`src/rtl/fml_fetch_if.sv`:
```
`default_nettype none
// ============================================================================
// Module      : fml_fetch_if
// Description : Bus bundle for fml_fetch. It carries the read-only FML master
//               port (adr/stb/we/ack/di) and the pixel stream toward the VGA
//               formatter (data/valid/ready).
//   master : the fetch engine (drives FML request, produces pixel words)
//   slave  : the far side (DDR controller FML port + pixel consumer)
// Revision    : 1.0 - initial release
// ============================================================================
interface fml_fetch_if #(
    parameter int sdram_depth = 26
);
    // FML read port
    logic [sdram_depth-1:0] fml_adr;
    logic                   fml_stb;
    logic                   fml_we;
    logic                   fml_ack;
    logic [63:0]            fml_di;

    // Pixel stream, show-ahead FIFO head
    logic [63:0]            pix_data;
    logic                   pix_valid;
    logic                   pix_ready;

    modport master (
        output fml_adr,
        output fml_stb,
        output fml_we,
        input  fml_ack,
        input  fml_di,
        output pix_data,
        output pix_valid,
        input  pix_ready
    );

    modport slave (
        input  fml_adr,
        input  fml_stb,
        input  fml_we,
        output fml_ack,
        output fml_di,
        input  pix_data,
        input  pix_valid,
        output pix_ready
    );
endinterface
`default_nettype wire

```
`src/rtl/fml_fetch.sv`:
```
`default_nettype none
// ============================================================================
// Module      : fml_fetch
// Description : Read-only FML master streaming a linear SDRAM region into a
//               small FIFO for VGA scan-out. Each frame_start latches a base
//               address and burst count, then 4-beat x 64-bit read bursts are
//               issued while the FIFO has room for a whole burst.
// Ports       :
//   sys_clk      - single rising-edge clock
//   sys_rst_n    - asynchronous active-low reset
//   frame_start  - one-cycle pulse: latch base/nbursts, flush FIFO, start frame
//   base         - frame start byte address (low 5 bits ignored)
//   nbursts      - number of 32-byte bursts in the frame
//   busy         - frame in progress until its last word is written
//   underflow    - consumer wanted data during a frame but FIFO was empty
//   bus          - fml_fetch_if.master: FML request port + pixel stream
// Revision    : 1.0 - initial release
// ============================================================================
module fml_fetch #(
    parameter int sdram_depth     = 26,
    parameter int fifo_depth_log2 = 5,
    parameter int len_width       = 17
) (
    input  logic                   sys_clk,
    input  logic                   sys_rst_n,
    input  logic                   frame_start,
    input  logic [sdram_depth-1:0] base,
    input  logic [len_width-1:0]   nbursts,
    output logic                   busy,
    output logic                   underflow,
    fml_fetch_if.master            bus
);

    // ------------------------------------------------------------------------
    // Constants
    // ------------------------------------------------------------------------
    localparam logic [1:0] S_IDLE = 2'd0;
    localparam logic [1:0] S_REQ  = 2'd1;
    localparam logic [1:0] S_DATA = 2'd2;
    localparam logic [1:0] S_WAIT = 2'd3;

    localparam int c_lvl_w = fifo_depth_log2 + 1;
    localparam int c_words = 1 << fifo_depth_log2;

    localparam logic [c_lvl_w-1:0]     c_depth      = c_lvl_w'(c_words);
    // Highest fill level that still leaves room for a full 4-beat burst
    localparam logic [c_lvl_w-1:0]     c_gate_max   = c_lvl_w'(c_words - 4);
    localparam logic [c_lvl_w-1:0]     c_lvl_one    = c_lvl_w'(1);
    localparam logic [sdram_depth-1:0] c_align_mask = ~sdram_depth'(31);

    // ------------------------------------------------------------------------
    // Registers
    // ------------------------------------------------------------------------
    logic [1:0]                 r_state;
    logic [1:0]                 r_beat;
    logic                       r_discard;
    logic [sdram_depth-1:0]     r_base;
    logic [len_width-1:0]       r_nbursts;
    logic [len_width-1:0]       r_burst_idx;
    logic [sdram_depth-1:0]     r_adr;
    logic                       r_busy;

    logic [63:0]                r_mem [c_words];
    logic [fifo_depth_log2-1:0] r_wr_ptr;
    logic [fifo_depth_log2-1:0] r_rd_ptr;
    logic [c_lvl_w-1:0]         r_level;

    // ------------------------------------------------------------------------
    // Combinational helpers
    // ------------------------------------------------------------------------
    logic [sdram_depth-1:0] w_base_al;
    logic [sdram_depth-1:0] w_offset;
    logic [sdram_depth-1:0] w_adr_next;
    logic                   w_start_nz;
    logic                   w_push;
    logic                   w_pop;
    logic                   w_gate;
    logic [c_lvl_w-1:0]     w_level_next;

    assign w_base_al  = base & c_align_mask;
    assign w_start_nz = (nbursts != '0);

    // Burst address is base + idx*32, truncated so it wraps past the top of
    // the SDRAM space instead of overflowing.
    assign w_offset   = sdram_depth'({r_burst_idx, 5'b00000});
    assign w_adr_next = r_base + w_offset;

    // Beats of a burst belonging to an aborted frame are never written, and a
    // frame_start cycle never writes so the flush cannot be undone.
    assign w_push = (r_state == S_DATA) && !r_discard && !frame_start;
    assign w_pop  = bus.pix_ready && (r_level != '0) && !frame_start;

    always_comb begin
        w_level_next = r_level;
        if (frame_start) begin
            w_level_next = '0;
        end else if (w_push && !w_pop) begin
            w_level_next = r_level + c_lvl_one;
        end else if (!w_push && w_pop) begin
            w_level_next = r_level - c_lvl_one;
        end
    end

    // Gate looks at the level as it will be once this cycle's push/pop land,
    // i.e. the occupancy seen on the cycle REQ is entered. With at most one
    // burst outstanding this guarantees the FIFO never overflows.
    assign w_gate = (w_level_next <= c_gate_max);

    // ------------------------------------------------------------------------
    // Request / frame FSM
    // ------------------------------------------------------------------------
    always_ff @(posedge sys_clk or negedge sys_rst_n) begin
        if (!sys_rst_n) begin
            r_state     <= S_IDLE;
            r_beat      <= 2'd0;
            r_discard   <= 1'b0;
            r_base      <= '0;
            r_nbursts   <= '0;
            r_burst_idx <= '0;
            r_adr       <= '0;
            r_busy      <= 1'b0;
        end else if (frame_start) begin
            r_base      <= w_base_al;
            r_nbursts   <= nbursts;
            r_burst_idx <= '0;
            r_busy      <= w_start_nz;
            if ((r_state == S_REQ) ||
                ((r_state == S_DATA) && (r_beat != 2'd3))) begin
                // A strobe cannot be withdrawn and accepted beats must still
                // arrive, so the old burst is drained and dropped; the new
                // frame is launched when its last beat has gone by.
                r_discard <= 1'b1;
                if (r_state == S_REQ) begin
                    if (bus.fml_ack) begin
                        r_state <= S_DATA;
                        r_beat  <= 2'd0;
                    end
                end else begin
                    r_beat <= r_beat + 2'd1;
                end
            end else begin
                // Nothing in flight (or the last beat is passing right now):
                // the new frame starts immediately.
                r_discard <= 1'b0;
                r_beat    <= 2'd0;
                if (w_start_nz) begin
                    r_state <= S_REQ;
                    r_adr   <= w_base_al;
                end else begin
                    r_state <= S_IDLE;
                end
            end
        end else begin
            case (r_state)
                S_IDLE: begin
                    r_state <= S_IDLE;
                end
                S_REQ: begin
                    if (bus.fml_ack) begin
                        r_state <= S_DATA;
                        r_beat  <= 2'd0;
                        if (!r_discard) begin
                            r_burst_idx <= r_burst_idx + len_width'(1);
                        end
                    end
                end
                S_DATA: begin
                    r_beat <= r_beat + 2'd1;
                    if (r_beat == 2'd3) begin
                        r_discard <= 1'b0;
                        // After a drained abort burst_idx is 0, so an empty
                        // restarted frame lands in IDLE here as well.
                        if (r_burst_idx == r_nbursts) begin
                            r_state <= S_IDLE;
                            r_busy  <= 1'b0;
                        end else if (w_gate) begin
                            r_state <= S_REQ;
                            r_adr   <= w_adr_next;
                        end else begin
                            r_state <= S_WAIT;
                        end
                    end
                end
                S_WAIT: begin
                    if (w_gate) begin
                        r_state <= S_REQ;
                        r_adr   <= w_adr_next;
                    end
                end
                default: begin
                    r_state <= S_IDLE;
                end
            endcase
        end
    end

    // ------------------------------------------------------------------------
    // FIFO storage (no reset needed: validity is tracked by the level)
    // ------------------------------------------------------------------------
    always_ff @(posedge sys_clk) begin
        if (w_push) begin
            r_mem[r_wr_ptr] <= bus.fml_di;
        end
    end

    always_ff @(posedge sys_clk or negedge sys_rst_n) begin
        if (!sys_rst_n) begin
            r_wr_ptr <= '0;
            r_rd_ptr <= '0;
            r_level  <= '0;
        end else begin
            r_level <= w_level_next;
            if (frame_start) begin
                r_wr_ptr <= '0;
                r_rd_ptr <= '0;
            end else begin
                if (w_push) begin
                    r_wr_ptr <= r_wr_ptr + fifo_depth_log2'(1);
                end
                if (w_pop) begin
                    r_rd_ptr <= r_rd_ptr + fifo_depth_log2'(1);
                end
            end
        end
    end

    // ------------------------------------------------------------------------
    // Outputs
    // ------------------------------------------------------------------------
    assign bus.fml_adr   = r_adr;
    assign bus.fml_stb   = (r_state == S_REQ);
    assign bus.fml_we    = 1'b0;
    assign bus.pix_data  = r_mem[r_rd_ptr];
    assign bus.pix_valid = (r_level != '0) && (r_level <= c_depth);
    assign busy          = r_busy;
    // Only meaningful while a frame is running; outside a frame an empty
    // FIFO is expected and is not reported.
    assign underflow     = bus.pix_ready && !bus.pix_valid && r_busy;

endmodule
`default_nettype wire

```
`src/flat_wrapper.sv`:
```
// flat-port wrapper written by rule: the top's interface ports become plain ports
module fml_fetch_flat 
#(
    parameter int sdram_depth     = 26,
    parameter int fifo_depth_log2 = 5,
    parameter int len_width       = 17
)
  (sys_clk, sys_rst_n, frame_start, base, nbursts, busy, underflow, bus_fml_adr, bus_fml_stb, bus_fml_we, bus_fml_ack, bus_fml_di, bus_pix_data, bus_pix_valid, bus_pix_ready);
  fml_fetch_if #(.sdram_depth(sdram_depth)) bus_i ();
  input  logic sys_clk;
  input  logic sys_rst_n;
  input  logic frame_start;
  input  logic [sdram_depth-1:0] base;
  input  logic [len_width-1:0] nbursts;
  output logic busy;
  output logic underflow;
  output wire logic [$bits(bus_i.fml_adr)-1:0] bus_fml_adr;
  output wire logic [$bits(bus_i.fml_stb)-1:0] bus_fml_stb;
  output wire logic [$bits(bus_i.fml_we)-1:0] bus_fml_we;
  input wire logic [$bits(bus_i.fml_ack)-1:0] bus_fml_ack;
  input wire logic [$bits(bus_i.fml_di)-1:0] bus_fml_di;
  output wire logic [$bits(bus_i.pix_data)-1:0] bus_pix_data;
  output wire logic [$bits(bus_i.pix_valid)-1:0] bus_pix_valid;
  input wire logic [$bits(bus_i.pix_ready)-1:0] bus_pix_ready;
  assign bus_fml_adr = bus_i.fml_adr;
  assign bus_fml_stb = bus_i.fml_stb;
  assign bus_fml_we = bus_i.fml_we;
  assign bus_i.fml_ack = bus_fml_ack;
  assign bus_i.fml_di = bus_fml_di;
  assign bus_pix_data = bus_i.pix_data;
  assign bus_pix_valid = bus_i.pix_valid;
  assign bus_i.pix_ready = bus_pix_ready;
  fml_fetch #(.sdram_depth(sdram_depth), .fifo_depth_log2(fifo_depth_log2), .len_width(len_width)) u_core (.sys_clk(sys_clk), .sys_rst_n(sys_rst_n), .frame_start(frame_start), .base(base), .nbursts(nbursts), .busy(busy), .underflow(underflow), .bus(bus_i));
endmodule
```
`config.mk`:
```
export PLATFORM = sky130hd
export DESIGN_NAME = fml_fetch_flat
export DESIGN_NICKNAME = d
export VERILOG_FILES = /design/src/rtl/fml_fetch_if.sv /design/src/rtl/fml_fetch.sv /design/src/flat_wrapper.sv
export SDC_FILE = /design/constraint.sdc
export NUM_CORES = 2
export LEC_CHECK = 0
export ABC_AREA = 0
export CAP_MARGIN = 20
export CORE_MARGIN = 1.5
export CORE_UTILIZATION = 45
export DETAILED_ROUTE_END_ITERATION = 7
export GPL_TIMING_DRIVEN = 0
export SLEW_MARGIN = 30
export SYNTH_ARGS = -nofsm -noshare
export SYNTH_HDL_FRONTEND = slang
export SYNTH_SLANG_ARGS = --single-unit
```
`constraint.sdc`:
```
create_clock -name sys_clk -period 4.7 [get_ports sys_clk]
set_input_delay 0.94 -clock sys_clk [delete_from_list [all_inputs] [get_ports sys_clk]]
set_output_delay 0.94 -clock sys_clk [all_outputs]
set_load 0.01 [all_outputs]
```
After elaboration in Yosys (flattened, before gate mapping)
Memory sizes are Yosys's and may differ from the RTL's.
Index checks and enable logic that the tools add are counted.
Cells by class
  equality and inequality tests: 13
  mux-type cells: 43
  order comparisons: 2
  reductions and logical operators: 33
  add/subtract/negate cells: 7
Operators by type and width (count)
  $mux 26: 6
  $mux 17: 4
  $pmux 26 s2: 1
  $add 26x22->26: 1
  $mux 2: 12
  $mux 5: 4
  $mux 6: 3
  $add 17x1->17 const B: 1
  $eq 17x17->1: 1
  $reduce_bool 17->1: 1
  $reduce_bool 2->1: 7
  $mux 1: 11
  $add 5x1->5 const B: 2
  $logic_and 1x1->1: 10
  $ne 3x3->1 const B: 3
  $reduce_and 3->1: 3
  $pmux 2 s4: 1
  $add 6x1->6 const B: 1
  $eq 2x2->1 const B: 3
  $le 6x5->1 const B: 1
  $le 6x6->1 const B: 1
  $ne 2x2->1 const B: 3
  $reduce_bool 3->1: 2
  $reduce_bool 6->1: 1
  other kinds (11): 15
Word-level totals
  word-level logic and storage cells: 110
  memories kept: 1
  input port bits: 112
  bits in writable memories: 2048
  flip-flop bits (word level): 103
Memory list
  u_core.r_mem: words 32, width 64, read ports 1, clocked after memory_dff 0, write ports 1, line fml_fetch.sv:63  | logic [63:0] r_mem [c_words];

Logic depth before layout (Yosys ltp)
  word-level depth: 14
  mapped depth: 12
  gate-level depth less buffers: 10

Worst setup path before layout
Ideal clock, no wire load.
  path kind: input to register
  start point: in frame_start
  end point: mem u_core.r_mem[31][0], enable pin
  cell stages on the path: 3
  data required time: 4213 ps
  arrival: 4296 ps
  slack: -82 ps
  buffers on the path: 0
  cells stage by stage: nor4b_2 -> nand2_1 -> nor2_1
On the way
  cells in the longest elaborated chain, start to end: 4
RTL lines
  from (decl): line flat_wrapper.sv:12  | input logic frame_start;
  $logic_not 1->1: line fml_fetch.sv:90  | assign w_push = (r_state == S_DATA) && !r_discard && !frame_start;
  $logic_and 1x1->1: line fml_fetch.sv:90
  $mux 1: line fml_fetch.sv:201  | if (w_push) begin
  $mux 1 (implied by the code): line fml_fetch.sv:202  | r_mem[r_wr_ptr] <= bus.fml_di;
  to (decl): line fml_fetch.sv:63
No other way between the ends.

Worst setup path after layout
  start point: reg u_core.r_rd_ptr[4]
  end point: out bus_pix_data[50]
On the way
  cells in the longest elaborated chain, start to end: 1
RTL lines
  from (decl): line fml_fetch.sv:65  | logic [fifo_depth_log2-1:0] r_rd_ptr;
  from (signal assigned): line fml_fetch.sv:221  | r_rd_ptr <= r_rd_ptr + fifo_depth_log2'(1);
  $mem_v2 32x64
  to (decl): line flat_wrapper.sv:22  | output wire logic [$bits(bus_i.pix_data)-1:0] bus_pix_data;
No other way between the ends.

==> results.sh <==
export IMPL_worstSkewPairLatency_ps=840
export IMPL_io_pins=207
export IMPL_synthAdderAreaFrac_pct=0.430
export IMPL_max_freq_ghz=0.208
export IMPL_endpoint_kind="primary output"
export IMPL_cp_common_cell="clkbuf_1"
export IMPL_cp_arrival_ps=3880
export IMPL_violations="setup timing"
export IMPL_synth_compound_area_share_pct=0.890
export IMPL_row_count=157
export IMPL_hold_depth=1
export IMPL_hold_viol=0
export IMPL_min_to="u_core.bus.fml_adr[17]$_DFFE_PN0P_"
export IMPL_maxSlewHeadroom_pct=32.3
export IMPL_yosys_area_top_type="edfxtp_1"
export IMPL_r2r_end="u_core.r_mem[5][7]$_DFFE_PP_"
export IMPL_yosys_area_share_simple_pct=1.29
export IMPL_crit_chain="clkbuf_1, clkbuf_2, clkbuf_1, mux2_2, clkdlybuf4s50_1"
export IMPL_worst_pin_slew_ps=1020
export IMPL_synth_ff_type="edfxtp_1"
export IMPL_synth_mux_area_share_pct=18.9
export IMPL_grt_antenna_before_repair=16
export IMPL_worst_setup_path_start_kind="register"
export IMPL_htreeDepth=4
export IMPL_grt_max_degree=72
export IMPL_nFillCells=13600
export IMPL_synth_top_family_by_area="multiplexers"
export IMPL_synth_cells=3532
export IMPL_vdd_ir_drop_max_mv=0.457
export IMPL_hp_class="reg -> reg"
export IMPL_finalWirelength_um=220000
export IMPL_utilization_pct=55.1
export IMPL_first_pass_iters=6
export IMPL_synth_seq_cells=2146
export IMPL_drt_iter0_markers=4794
export IMPL_coreArea_um2=183000
export IMPL_viasPerCell=5.93
export IMPL_crit_path_max_incr_delay_ps=690
export IMPL_synth_most_common_cell="edfxtp_1"
export IMPL_cp_slowest_cell="clkbuf_1"
export IMPL_grt_usage_pct=23.6
export IMPL_ys_seq_area_share_pct=76.8
export IMPL_netSwitchingFraction_pct=24.8
export IMPL_cts_buffers=211
export IMPL_place_ws_ps=-712
export IMPL_dpl_hpwl_um=147000
export IMPL_power_mw=46.5
export IMPL_synth_top_area_share_pct=73.9
export IMPL_avgRoutedWirePerCell_um=32.5
export IMPL_cts_sinks=2146
export IMPL_area_growth_pct=21.6
export IMPL_p_seq_share_pct=45.9
export IMPL_critical_path_buf_inv_count=4
export IMPL_final_period_utilization_pct=103
export IMPL_power_leakage_nw=32.0
export IMPL_worstHoldStart="u_core.bus.fml_adr[17]$_DFFE_PN0P_"
export IMPL_cts_root_buf="clkbuf_16"
export IMPL_drc=0
export IMPL_synthesis_area_um2=83200
export IMPL_hold_ws_ps=509
export IMPL_skew_ps=30.0
export IMPL_worstRegToRegCells=7
export IMPL_grt_pass1_vias=41100
export IMPL_tritoncts="yes"
export IMPL_gp_congestion=0.775
export IMPL_power_switching_mw=11.5
export IMPL_final_nets=4277
export IMPL_die_h_um=433
export IMPL_finalCriticalPeriod_ps=4820
export IMPL_drive_gt1_share_pct=34.7
export IMPL_synth_edf_count=2048
export IMPL_power_share_clock_pct=35.3
export IMPL_rsz0062_at_grt="yes"
export IMPL_comb_power_share_pct=18.8
export IMPL_grt_pass1_wl_um=310000
export IMPL_async_reset_ff_share_pct=4.57
export IMPL_finalInstanceArea_um2=101000
export IMPL_synth_avg_cell_area_um2=23.6
export IMPL_fin_setup_tns_ps=-981
export IMPL_clockBufferDepth=3
export IMPL_dp_cells=6378
export IMPL_place_area_um2=93500
export IMPL_crit_fanout=10
export IMPL_status="complete, but fails checks"
export IMPL_die_area_um2=188000
export IMPL_dieWidth_um=433
export IMPL_slew_viol_final=0
export IMPL_synth_xor_area_share_pct=0.568
export IMPL_placement_io_buffers=195
export IMPL_via_count=40200
export IMPL_synthTopCellsByArea="edfxtp_1, mux4_2, dfrtp_1, mux2_2, clkbuf_1"
export IMPL_synth_distinct_cells=74
export IMPL_stdcell_count=6784
export IMPL_ant_nets=0
export IMPL_p_per_area_nw_per_um2=460
export IMPL_overflow=0
export IMPL_rrSetupSlack_ps=1140
export IMPL_cellInternalPower_mw=35.0
export IMPL_ys_top_cells_by_count="edfxtp_1, mux4_2, clkbuf_1, dfrtp_1, mux2_2"
export IMPL_maxCapViolations=0
export IMPL_report_final_setup_viol=17
export IMPL_crit_type="reg -> out"
export IMPL_clkSlewWorstSetupHoldPaths_ps=70
export IMPL_crit_family="buffers and inverters"
export IMPL_required_ps=3760
export IMPL_setup_slack_ps=-118
export IMPL_r2r_start="u_core.r_state[0]$_DFFE_PN0P_"
export IMPL_start_util_pct=45.4
export IMPL_yosysWarnings=0
[logic make-up after synthesis]
group                      Yosys count
adders and majority gates           28
buffers and inverters              219
muxes                              754
AOI/OAI and AO/OA                  110
xor gates and xnor gates            54
other                                1
DFF                               2146
and+or+nand+nor                    220
[repair_timing]
item                                    CTS  global route
hold endpoints to repair                 27             0
resized for setup                       333            42
endpoints found under the setup margin   64            25
buffers inserted                          0             4
hold buffers                              1             0
cloned                                    1             4
[cells in the final DEF (no fill, tap or decap), drive strengths merged, types with 10 or more instances in the layout]
master,count
o21ai,40
inv,40
nand4,12
nand2,49
bufinv,16
mux4,640
dfrtp,98
mux2,106
clkinv,95
buf,308
ha,27
nor2,82
a21oi,18
nand3,13
clkdlybuf4s50,89
nor3,10
clkbuf,393
xor2,39
edfxtp,2048
xnor2,15
dlygate4sd2,37
[worst max-delay path by stage]
stage | to | startpoint | slack (ps) | depth (start not counted)
2_1_floorplan | u_core.r_mem[31][0]$_DFFE_PP_ | frame_start | -80 | 3
3_3_place_gp | u_core.r_mem[7][10]$_DFFE_PP_ | frame_start | -5810 | 4
3_5_place_dp | bus_pix_data[27] | u_core.r_rd_ptr[0]$_DFFE_PN0P_ | -710 | 7
4_1_cts | bus_pix_data[3] | u_core.r_rd_ptr[0]$_DFFE_PN0P_ | -180 | 7
5_1_grt | bus_pix_data[4] | u_core.r_rd_ptr[0]$_DFFE_PN0P_ | -170 | 7
6_report | bus_pix_data[50] | u_core.r_rd_ptr[4]$_DFFE_PN0P_ | -120 | 5
[sequential cells by signal (all words and copies together) (netlist names)]
signal and cells:
u_core.busy 1, u_core.r_wr_ptr 5, u_core.r_burst_idx 17, u_core.r_beat 2, u_core.r_state 2, u_core.bus.fml_adr 21, u_core.r_base 21, u_core.r_discard 1
u_core.r_nbursts 17, u_core.r_level 6, u_core.r_rd_ptr 5, u_core.r_mem 2048
[per-layer routing]
metal	vias to the layer above	global-route usage [%]	routed length, um
met1	22000	31.8	87400
met2	1595	40.0	113000
met4	4	7.27	6280
met5	-	0	19
li1	16300	-	-
met3	332	3.46	13900
[power groups by stage]
stage               Sequential [mW]  Combinational [mW]  Clock (mW)
floorplan                      21.7                4.91           0
global placement               21.8                8.04           0
detailed placement             21.8                8.23           0
CTS                            21.4                8.76        16.7
global route                   21.4                9.23        17.3
finish                         21.3                8.77        16.4
[layout make-up]
cell class | count | area (um^2) | share of cell area [%]
multi-input cells | 1172 | 18700 | 18.5
well taps | 2464 | 3080 | 3.05
flip-flops and latches | 2146 | 64000 | 63.2
clock inverters | 120 | 1060 | 1.05
plain buffers | 181 | 1980 | 1.96
inverters | 38 | 143 | 0.141
diodes | 8 | 20.0 | 0.0198
clock buffers | 268 | 5600 | 5.54
repair buffers | 387 | 6650 | 6.57
No activity file was read; power rests on OpenSTA's default activity.
